`src/rtl/lsu_pkg.sv`:
```
// lsu_pkg: shared state encoding, access-size codes and size normalisation for the load/store unit
// Contents:
//   lsu_state_t  - controller states IDLE, REQ, WAIT, DONE
//   LSU_SZ_*     - func3 access-size codes (B, H, W, BU, HU)
//   lsu_sz_norm  - maps the unused codes 011/110/111 onto LSU_SZ_W
package lsu_pkg;

    typedef enum logic [1:0] {
        IDLE = 2'd0,
        REQ  = 2'd1,
        WAIT = 2'd2,
        DONE = 2'd3
    } lsu_state_t;

    localparam logic [2:0] LSU_SZ_B  = 3'b000;
    localparam logic [2:0] LSU_SZ_H  = 3'b001;
    localparam logic [2:0] LSU_SZ_W  = 3'b010;
    localparam logic [2:0] LSU_SZ_BU = 3'b100;
    localparam logic [2:0] LSU_SZ_HU = 3'b101;

    function automatic logic [2:0] lsu_sz_norm(input logic [2:0] s);
        return (s == LSU_SZ_B || s == LSU_SZ_H || s == LSU_SZ_BU || s == LSU_SZ_HU) ? s : LSU_SZ_W;
    endfunction

endpackage

```
`src/rtl/lsu_load_fmt.sv`:
```
// lsu_load_fmt: selects the addressed lane of a read word and sign/zero-extends it to 32 bits
// Ports:
//   rdata - raw 32-bit word from memory
//   size  - func3 access size
//   a     - low address bits selecting the byte/halfword lane
//   rd    - formatted load result
module lsu_load_fmt
    import lsu_pkg::*;
(
    input  logic [31:0] rdata,
    input  logic [2:0]  size,
    input  logic [1:0]  a,
    output logic [31:0] rd
);

    logic [2:0]  n;
    logic [7:0]  b;
    logic [15:0] h;

    always_comb begin
        n  = lsu_sz_norm(size);
        b  = rdata[{a, 3'b000} +: 8];
        h  = a[1] ? rdata[31:16] : rdata[15:0];
        rd = (n == LSU_SZ_B)  ? {{24{b[7]}}, b} :
             (n == LSU_SZ_BU) ? {24'h0, b} :
             (n == LSU_SZ_H)  ? {{16{h[15]}}, h} :
             (n == LSU_SZ_HU) ? {16'h0, h} : rdata;
    end

endmodule

```
`src/rtl/lsu_ctrl.sv`:
```
// lsu_ctrl: sequences one load/store between the core and a handshaked data memory
// Ports:
//   clk_i, rst_ni                       - clock, synchronous active-low reset
//   core_req_i/we_i/size_i/addr_i/wd_i  - decoded memory instruction from the core
//   core_stall_o                        - holds PC/instruction while the access is in flight
//   core_rd_o, core_rd_valid_o          - formatted load data and its one-cycle writeback qualifier
//   mem_req_o/we_o/be_o/addr_o/wd_o     - memory request, held stable until mem_gnt_i
//   mem_gnt_i, mem_rvalid_i, mem_rdata_i - memory handshake and read data
//   misaligned_o                        - misaligned-access flag, only with LSU_MISALIGN_TRAP_EN
// Build option: define LSU_MISALIGN_TRAP_EN to trap misaligned H/W accesses instead of issuing them.
module lsu_ctrl
    import lsu_pkg::*;
#(
    parameter int ADDR_W = 32,
    parameter int DATA_W = 32
) (
    input  logic              clk_i,
    input  logic              rst_ni,
    input  logic              core_req_i,
    input  logic              core_we_i,
    input  logic [2:0]        core_size_i,
    input  logic [ADDR_W-1:0] core_addr_i,
    input  logic [DATA_W-1:0] core_wd_i,
    output logic              core_stall_o,
    output logic [DATA_W-1:0] core_rd_o,
    output logic              core_rd_valid_o,
    output logic              mem_req_o,
    output logic              mem_we_o,
    output logic [3:0]        mem_be_o,
    output logic [ADDR_W-1:0] mem_addr_o,
    output logic [DATA_W-1:0] mem_wd_o,
    input  logic              mem_gnt_i,
    input  logic              mem_rvalid_i,
    input  logic [DATA_W-1:0] mem_rdata_i
`ifdef LSU_MISALIGN_TRAP_EN
    ,
    output logic              misaligned_o
`endif
);

    lsu_state_t        state_q, state_d;
    logic              we_q, mis_q, mis;
    logic [2:0]        size_q, n;
    logic [1:0]        a_q;
    logic [3:0]        be_q;
    logic [ADDR_W-1:0] addr_q;
    logic [DATA_W-1:0] wd_q, rd_q, fmt_rd;

    assign n = lsu_sz_norm(core_size_i);

`ifdef LSU_MISALIGN_TRAP_EN
    assign mis = ((n == LSU_SZ_H || n == LSU_SZ_HU) && core_addr_i[0]) ||
                 (n == LSU_SZ_W && core_addr_i[1:0] != 2'b00);
    assign misaligned_o = (state_q == DONE) && mis_q;
`else
    assign mis = 1'b0;
`endif

    always_ff @(posedge clk_i) begin
        if (!rst_ni) state_q <= IDLE;
        else         state_q <= state_d;
    end

    always_comb begin
        state_d = state_q;
        case (state_q)
            IDLE:    state_d = core_req_i ? (mis ? DONE : REQ) : IDLE;
            REQ:     state_d = mem_gnt_i ? (we_q ? DONE : WAIT) : REQ;
            WAIT:    state_d = mem_rvalid_i ? DONE : WAIT;
            default: state_d = IDLE;
        endcase
    end

    always_comb begin
        core_stall_o    = (state_q == IDLE && core_req_i) || state_q == REQ || state_q == WAIT;
        mem_req_o       = state_q == REQ;
        core_rd_valid_o = state_q == DONE && !we_q && !mis_q;
    end

    // Request fields are latched once in IDLE so they stay stable across a withheld grant.
    always_ff @(posedge clk_i) begin
        if (!rst_ni) begin
            we_q   <= 1'b0;
            mis_q  <= 1'b0;
            size_q <= 3'b000;
            a_q    <= 2'b00;
            be_q   <= 4'b0000;
            addr_q <= '0;
            wd_q   <= '0;
            rd_q   <= '0;
        end else begin
            if (state_q == IDLE && core_req_i) begin
                we_q   <= core_we_i;
                mis_q  <= mis;
                size_q <= core_size_i;
                a_q    <= core_addr_i[1:0];
                addr_q <= {core_addr_i[ADDR_W-1:2], 2'b00};
                be_q   <= !core_we_i ? 4'b1111 :
                          (n == LSU_SZ_B || n == LSU_SZ_BU) ? 4'b0001 << core_addr_i[1:0] :
                          (n == LSU_SZ_H || n == LSU_SZ_HU) ? (core_addr_i[1] ? 4'b1100 : 4'b0011) : 4'b1111;
                wd_q   <= (n == LSU_SZ_B || n == LSU_SZ_BU) ? {4{core_wd_i[7:0]}} :
                          (n == LSU_SZ_H || n == LSU_SZ_HU) ? {2{core_wd_i[15:0]}} : core_wd_i;
            end
            if (state_q == WAIT && mem_rvalid_i) rd_q <= fmt_rd;
        end
    end

    lsu_load_fmt u_fmt (
        .rdata (mem_rdata_i),
        .size  (size_q),
        .a     (a_q),
        .rd    (fmt_rd)
    );

    assign mem_we_o   = we_q;
    assign mem_be_o   = be_q;
    assign mem_addr_o = addr_q;
    assign mem_wd_o   = wd_q;
    assign core_rd_o  = rd_q;

endmodule

```
`config.mk`:
```
export PLATFORM = sky130hd
export DESIGN_NAME = lsu_ctrl
export DESIGN_NICKNAME = d
export VERILOG_FILES = /design/src/rtl/lsu_pkg.sv /design/src/rtl/lsu_load_fmt.sv /design/src/rtl/lsu_ctrl.sv
export SDC_FILE = /design/constraint.sdc
export NUM_CORES = 1
export LEC_CHECK = 0
export CAP_MARGIN = 20
export CORE_UTILIZATION = 44
export CTS_BUF_LIST = sky130_fd_sc_hd__clkbuf_4 sky130_fd_sc_hd__clkbuf_8
export DETAILED_ROUTE_END_ITERATION = 7
export HOLD_SLACK_MARGIN = 0.1
export PLACE_DENSITY = 0.94
export SKIP_LAST_GASP = 1
export SLEW_MARGIN = 0
export SYNTH_ARGS = -nofsm -noshare
export SYNTH_HDL_FRONTEND = slang
export SYNTH_SLANG_ARGS = --single-unit
```
`constraint.sdc`:
```
create_clock -name clk_i -period 1.95 [get_ports clk_i]
set_input_delay 0.195 -clock clk_i [delete_from_list [all_inputs] [get_ports clk_i]]
set_output_delay 0.195 -clock clk_i [all_outputs]
set_load 0.02 [all_outputs]
```
-- Word-level counts from Yosys, hierarchy flattened
Index checks and enable logic that the tools add are counted.
- output and inout port bits: 104
- flip-flop bits (word level): 106
- word-level logic and storage cells: 62
- bits of input ports: 105
- shift operators: 2
- reduce and logical (&&, ||, !) cells: 19
- mux-type cells: 18
- equality and inequality tests: 15
- operators by type and width (kind ; count):
    two-way mux 32 bit ; 6
    indexed part select 32 x 6 -> 8 bit ; 1
    equality test 3 bit (second input constant) ; 8
    two-way mux 16 bit ; 1
    two-way mux 4 bit ; 4
    equality test 3 x 1 -> 1 bit (second input constant) ; 4
    zero test 3 bit ; 4
    logical OR 1 bit ; 10
    two-way mux 3 bit ; 2
    case mux 2 bit (3 select lines) ; 1
    equality test 2 bit (second input constant) ; 2
    << shifter 1 x 2 -> 4 bit (first input constant) ; 1
    logical AND 1 bit ; 3
    two-way mux 1 bit ; 3
    equality test 2 x 1 -> 1 bit (second input constant) ; 1
    zero test 2 bit ; 1
    two-way mux 2 bit ; 1
    zero test 1 bit ; 1

-- Logic depth before layout (Yosys ltp)
Gate-level depths: netlist of the first run.
- word-level depth: 10
- mapped depth: 6
- depth with buffers taken out: 4

-- Cells and area by module
Synthesis of the first run repeated with hierarchy kept, for this count alone.
- cell total of the unflattened synthesis: 620
- area, all modules: 4929.7 µm²
- by module, submodules not included (module ; sequential area each (µm²) ; cells an instance ; area an instance (µm²) ; times used):
    lsu_ctrl ; 2122.0 ; 489 ; 4197.8 ; 1
    lsu_load_fmt ; 0.0 ; 131 ; 732.0 ; 1

-- Worst setup path after synthesis of the first run
No wires, ideal clock.
- path kind: reg2reg
- start: reg state_q[0]
- end: reg be_q[0] (netlist: mem_be_o[0])
- library setup time: 0.116 ns
- cell stages (with the launch flop): 7
- period minus slack after synthesis: 1.439 ns
- slack: 0.511 ns
- arrival time: 1.322 ns
- cell sequence: dfxtp_1 -> buf_6 -> or3b_1 -> buf_6 -> nor3b_4 -> o21ai_1 -> o211a_1
- word-level cells in the longest chain between the ends: 2
- RTL lines (item ; line ; text):
    start, declared ; lsu_ctrl.sv:41 ; lsu_state_t state_q, state_d;
    start signal, assigned ; lsu_ctrl.sv:61 ; else state_q <= state_d;
    zero test 2 bit ; lsu_ctrl.sv:92 ; if (state_q == IDLE && core_req_i) begin
    logical AND 1 bit ; lsu_ctrl.sv:92 ;
    end signal, assigned ; lsu_ctrl.sv:98 ; be_q <= !core_we_i ? 4'b1111 :
    end, declared ; lsu_ctrl.sv:45 ; logic [3:0] be_q;
No other way between the ends.
A chain may end at the register's enable or synchronous reset.

-- Worst setup path in the final report of the first run
- start: reg state_q[1]
- end: out core_stall_o
- word-level cells in the longest chain between the ends: 4
- elaborated cells between the ends (all ways): 6
- those cells by class: 2 x eq/ne; 4 x reduce/logical
- RTL lines (item ; line ; text):
    zero test 2 bit ; lsu_ctrl.sv:75 ; core_stall_o = (state_q == IDLE && core_req_i) || state_q == REQ || state_q == WAIT;
    logical AND 1 bit ; lsu_ctrl.sv:75 ;
    logical OR 1 bit ; lsu_ctrl.sv:75 ;
    logical OR 1 bit (*) ; lsu_ctrl.sv:75 ;
    end, declared ; lsu_ctrl.sv:24 ; output logic core_stall_o,
Every way passes the cells marked *; elsewhere a longest branch is shown, timed or not.

==> results of run 1 <==
routing by layer:
layer / share of wire / wire, microns / track usage / vias to the layer above
met3: 0.067 / 1020 / 0.0617 / 33
li1: - / - / - / 2399
met2: 0.49 / 7450 / 0.443 / 225
met1: 0.41 / 6180 / 0.308 / 2301
met5: 0 / 0 / 0 / -
met4: 0.030 / 454 / 0.0930 / 0
logic make-up after synthesis:
group           share of synthesized area
compound gates                      0.285
buf+inv                            0.0565
flops                               0.434
mux                                0.0637
other cells                      0.000766
simple gates                        0.161
worst max-delay path, cell delays in order (launching register included):
cell and delay (ps):
sky130_fd_sc_hd__dfxtp_2 440, sky130_fd_sc_hd__nor3_1 80, sky130_fd_sc_hd__a21oi_1 110, sky130_fd_sc_hd__clkdlybuf4s50_1 620
metrics by stage:
stage | cell area (sq um) | setup WS (ps) | hold slack, ps | util
floorplan | 4900 | 511 | 339 | -
global placement | 7080 | 103 | 449 | 0.653
detailed placement | 7080 | 42.1 | 457 | 0.653
CTS | 7310 | 0.302 | 197 | 0.675
global route | 7320 | 88.9 | 226 | 0.675
finish | 7320 | 144 | 221 | 0.675
power by group:
group / switching (mW) / leakage, nW / internal (mW)
sequential: 0.0963 / 0.869 / 2.31
combinational: 0.660 / 1.92 / 0.661
clock: 0.767 / 0.118 / 0.775
total: 1.52 / 2.91 / 3.75
timing repair:
item / CTS / global route
endpoints found under the setup margin: 2 / 3
gates cloned: 0 / 0
gates resized for setup: 1 / 2
hold buffers: 0 / 0
worst paths after layout:
check | cells after the start | slack, ps | startpoint | end
setup / recovery | 3 | 140 | state_q[1] | core_stall_o
setup reg to reg | 4 | 320 | state_q[0] | mem_addr_o[24]
hold reg to reg | 2 | 470 | mem_addr_o[10] | mem_addr_o[10]
hold / removal | 3 | 220 | rst_ni | core_rd_o[9]
placed cells by master, fill, tap and decap left out, types with 13 or more instances in the layout:
cell,n
sky130_fd_sc_hd__nand2_1,143
sky130_fd_sc_hd__o211a_1,17
sky130_fd_sc_hd__buf_4,13
sky130_fd_sc_hd__a21oi_1,26
sky130_fd_sc_hd__o21bai_1,16
sky130_fd_sc_hd__a21boi_0,52
sky130_fd_sc_hd__mux2i_1,21
sky130_fd_sc_hd__o21ai_0,54
sky130_fd_sc_hd__dfxtp_1,104
sky130_fd_sc_hd__clkdlybuf4s50_1,204
area by class of cell:
| class | count | area [sq um] |
|---|---|---|
| sequential | 106 | 2120 |
| fill | 826 | 3520 |
| timing repair buffer | 224 | 2260 |
| clock buffer | 10 | 138 |
| inverter | 6 | 22.5 |
| clock inverter | 6 | 95.1 |
| multi-input combinational | 419 | 2500 |
| tap | 140 | 175 |
flip-flops by register name, indices dropped and copies added, names as in the netlist:
name        count
mem_we_o        1
size_q          3
mem_be_o        4
core_rd_o      32
mem_wd_o       32
state_q         2
mem_addr_o     30
a_q             2
cells in the mapped netlist (4+ instances only):
cell type	number	area (sq um)
sky130_fd_sc_hd__a21boi_0	52	390
sky130_fd_sc_hd__a21oi_1	26	130
sky130_fd_sc_hd__a221o_1	4	40.0
sky130_fd_sc_hd__a22o_1	4	35.0
sky130_fd_sc_hd__a22oi_1	9	67.6
sky130_fd_sc_hd__a31oi_1	11	68.8
sky130_fd_sc_hd__buf_2	13	65.1
sky130_fd_sc_hd__buf_4	4	30.0
sky130_fd_sc_hd__clkbuf_1	33	124
sky130_fd_sc_hd__dfxtp_1	106	2120
sky130_fd_sc_hd__inv_1	6	22.5
sky130_fd_sc_hd__mux2i_1	21	210
sky130_fd_sc_hd__mux4_2	4	90.1
sky130_fd_sc_hd__nand2_1	143	537
sky130_fd_sc_hd__nand2b_1	7	43.8
sky130_fd_sc_hd__nand3_1	12	60.1
sky130_fd_sc_hd__nor2b_1	8	50.1
sky130_fd_sc_hd__nor3_1	6	30.0
sky130_fd_sc_hd__o211a_1	17	170
sky130_fd_sc_hd__o21ai_0	54	270
sky130_fd_sc_hd__o21bai_1	16	120
sky130_fd_sc_hd__o22ai_1	4	25.0
sky130_fd_sc_hd__o2bb2ai_1	4	35.0
==> results.toml, run 1 <==
[run_status]
result_of_the_run = "finished, final reports clean"

[final_layout]
finalNetCount = 871
count_of_placed_standard_cells_in_the_final_layout_fillers_left_out = 911
insertedDiodeCount = 0
post_route_cells_drive_above_1_share = 0.0610
area_growth_pct = 49.5

[yosys]
cells_after_synth = 585
synth_cell_type_count = 37
ys_ff_latch = 106
netlist_area_sq_um = 4890
synthesis_warning_total = 0
synth_edf_count = 0
async_reset_ff_frac = 0
post_synth.cell_area_avg_sq_um = 8.36
synth_top_flop_cell = "sky130_fd_sc_hd__dfxtp_1"
synth.yosys.seq_area_share = 0.434

[global_route]
grt_util_all_layers = 0.256
globalRouteOverflowTotal = 0
largest_net_degree_at_the_start_of_global_routing = 60
number_of_global_route_vias_before_repair = 4715
initial_antenna_violation_count = 0
global_route_wire_length_before_repair_microns = 23400

[sta]
fin_setup_tns_ps = 0
rsz0062_at_grt = "no"
finalMaxSlewViolations = 0
max_clock_freq_mhz = 554
post-route-min-period_ps = 1810
setup_violations = 0
max_slew.worst_pin.slew_ps = 534
fin_crit_sh = 0.926
max-slew-margin-rel = 0.643
clock_skew_ps = 11.3
hold_viol_final = 0

[die]
floorplan.initialDensity = 0.451
die-area_sq_um = 11500
design.portCount = 209
die_w_microns = 107
std_cell_rows = 38
die-height_microns = 107
core_sq_um = 10800

[clocking]
h-tree-depth = 3
clk_latency_ps = 370
clockBufferDepth = 2
post_cts_buffers = 0
root_buffer = "sky130_fd_sc_hd__clkbuf_8"
cts_tree = "done"
tritoncts.num_buffers = 9
clkSinkCount = 106
clk_pin_slew_worst_paths_ps = 110

[critical_path]
startpoint_type = "register"
setup.worst_path.end_class = "output port"
crit_path_max_fanout = 9
path_class = "register to output port"
critical_path_arrival_ps = 1610
cp.required_ps = 1750

[power_and_ir_drop]
peak_vdd_ir_uv = 509
p_leak_nw = 2.91
p_total_mw = 5.27
cellPowerDensity_nw_per_um2 = 720

[placed_design]
place.gp.congestion = 0.954
detailedPlacementHpwl_microns = 11100
portBuffers = 206
dp.cells = 895

[route]
drt_pre_antenna_iters = 5
first_iter_violations = 333
drt-total-wl_microns = 15100
routedWlPerCell_microns = 16.6
via_count = 4958
final_antenna_net_count = 0
vias_per_cell = 5.44
remaining_drc_errors = 0

[worst_hold_path]
hold_path_class = "input port to register"

[job]
drv.max_cap_violation_count = 0
Power figures use the tool's default switching activity.
==> run 2, diff against run 1 <==
--- a/config.mk
+++ b/config.mk
@@ -6,6 +6,7 @@
 export NUM_CORES = 1
 export LEC_CHECK = 0
 export CAP_MARGIN = 20
+export CORE_MARGIN = 2
 export CORE_UTILIZATION = 44
 export CTS_BUF_LIST = sky130_fd_sc_hd__clkbuf_4 sky130_fd_sc_hd__clkbuf_8
 export DETAILED_ROUTE_END_ITERATION = 7
==> constraint.sdc (replaced) <==
create_clock -name clk_i -period 2 [get_ports clk_i]
set_input_delay 0.2 -clock clk_i [delete_from_list [all_inputs] [get_ports clk_i]]
set_output_delay 0.2 -clock clk_i [all_outputs]
set_load 0.02 [all_outputs]
==> run 2 against run 1 <==
  * Core utilization hardly changed
  * Register-to-register slack hardly changed
  * Critical path type unchanged
  * Largest cell class unchanged
  * First-iteration DRC count shrank 7.8%
  * Highest routed layer unchanged
  * Final area hardly changed
  * Count of clock-buffer cells in the layout unchanged
  * Routed wire length up 0.74%
  * Worst setup slack got worse by 6.6 ps
  * Global-route usage shrank 0.92 points
  * Combinational power is essentially flat
==> results.toml, run 2 (same netlist as run 1, synthesis figures left out) <==
[global_route]
grt.met2_usage = 0.426
globalRouteMet3Util = 0.0658
grt_util_all_layers = 0.247
number_of_global_route_vias_before_repair = 4712
initial_antenna_violation_count = 0
global_route_met1_usage = 0.297
global_route_wire_length_before_repair_microns = 23200
globalRoute.busiestLayer = "met2"
globalRouteOverflowTotal = 0
largest_net_degree_at_the_start_of_global_routing = 60

[power_and_ir_drop]
power_frac_comb = 0.249
p_sw_mw = 1.44
switching_share = 0.279
sequential_share_of_power = 0.452
p_leak_nw = 2.90
peak_vdd_ir_uv = 549
clockPowerShare = 0.299
cell_internal_pwr_mw = 3.73
cellPowerDensity_nw_per_um2 = 708

[route]
routedWlPerCell_microns = 16.7
first_iter_violations = 307
final_antenna_net_count = 0
drt-total-wl_microns = 15200
drt_pre_antenna_iters = 5
via_count = 4947
remaining_drc_errors = 0
vias_per_cell = 5.43

[die]
core_sq_um = 10800
die_w_microns = 109
floorplan.initialDensity = 0.451
die-area_sq_um = 12000
std_cell_rows = 38
design.portCount = 209
die-height_microns = 109

[sta]
setup_violations = 0
post-route-min-period_ps = 1860
rsz0062_at_grt = "no"
hold_viol_final = 0
fin_crit_sh = 0.931
max-slew-margin-rel = 0.625
fin_setup_tns_ps = 0
max_slew.worst_pin.slew_ps = 563
max_clock_freq_mhz = 537
finalMaxSlewViolations = 0
clock_skew_ps = 14.0

[worst_hold_path]
hold_path_class = "input port to register"

[clocking]
root_buffer = "sky130_fd_sc_hd__clkbuf_8"
clk_latency_ps = 370
h-tree-depth = 3
clk_pin_slew_worst_paths_ps = 90
cts_tree = "done"
tritoncts.num_buffers = 9
clockBufferDepth = 2
clkSinkCount = 106
holdBufCountCts = 0
post_cts_buffers = 0

[critical_path]
critical_path_arrival_ps = 1660
setup.worst_path.end_class = "output port"
crit_path_max_fanout = 9
path_class = "register to output port"
worst-r2r-setup-slack_ps = 320
cp.required_ps = 1800
startpoint_type = "register"

[final_layout]
finalNetCount = 872
post_route_cells_drive_above_1_share = 0.0610
count_of_placed_standard_cells_in_the_final_layout_fillers_left_out = 911
layout.cells.most_common = "sky130_fd_sc_hd__clkdlybuf4s50_1"
area_growth_pct = 49.4
mostFrequentLayoutCells = "sky130_fd_sc_hd__clkdlybuf4s50_1 (205), sky130_fd_sc_hd__nand2_1 (143), sky130_fd_sc_hd__dfxtp_1 (104), sky130_fd_sc_hd__o21ai_0 (54), sky130_fd_sc_hd__a21boi_0 (52)"
insertedDiodeCount = 0

[run_status]
result_of_the_run = "finished, final reports clean"

[placed_design]
dp.cells = 896
place.gp.congestion = 0.916
detailedPlacementHpwl_microns = 11200
portBuffers = 206

[job]
drv.max_cap_violation_count = 0
run 2: cell types whose count changed in the layout (fill, tap and decap cells not counted), sizes merged:
cell           change
dlymetal6s2s       -1
buf                +1
bufinv             +1
clkdlybuf4s50      +1
inv                -3
clkinv             +1
run 2: power by group through the flow:
stage	Clock, mW	Combinational [mW]	Sequential, mW
final	1.55	1.29	2.34
after global routing	1.67	1.38	2.36
after CTS	1.58	1.29	2.34
after detailed placement	0	1.28	2.39
after global placement	0	1.25	2.38
after floorplan	0	0.502	2.52
run 2: layer usage:
metal  vias to the layer above  wire, microns  share of wire
li1                       2390              -              -
met1                      2305           6200           0.41
met2                       218           7500           0.49
met3                        34           1150          0.076
met4                         0            353          0.023
met5                         -              0              0
run 2: path summary, 6_finish.rpt:
check / from / endpoint / depth (start not counted)
max: state_q[0] / mem_req_o / 2
min: rst_ni / mem_addr_o[21] / 2
max reg2reg: a_q[1] / core_rd_o[10] / 5
min reg2reg: mem_addr_o[24] / mem_addr_o[24] / 2
run 2: area by class of cell:
cell class | count | area, sq um
inverters | 6 | 22.5
clock inverters | 5 | 104
fillers | 831 | 3530
repair buffers | 225 | 2250
well taps | 140 | 175
flip-flops and latches | 106 | 2120
multi-input cells | 419 | 2500
clock buffers | 10 | 131
run 2: critical path, cell delays in order, from the launching register on:
cell	delay [ps]
sky130_fd_sc_hd__dfxtp_2	420
sky130_fd_sc_hd__nor2b_1	220
sky130_fd_sc_hd__clkdlybuf4s50_1	650
run 2: what timing repair did:
item,CTS,global route
gates resized for setup,0,2
endpoints found under the hold margin,0,0
setup endpoints to repair,0,3
run 2: through the flow:
step | cell area (sq um) | total power, mW | hold slack (ps) | utilization | setup WS [ps]
after global placement | 7070 | 3.63 | 449 | 0.653 | 149
after floorplan | 4900 | 3.03 | 344 | - | 561
after detailed placement | 7070 | 3.67 | 458 | 0.653 | 109
after global routing | 7310 | 5.40 | 287 | 0.675 | 20.3
final | 7310 | 5.18 | 284 | 0.675 | 137
after CTS | 7310 | 5.21 | 268 | 0.674 | 14.1
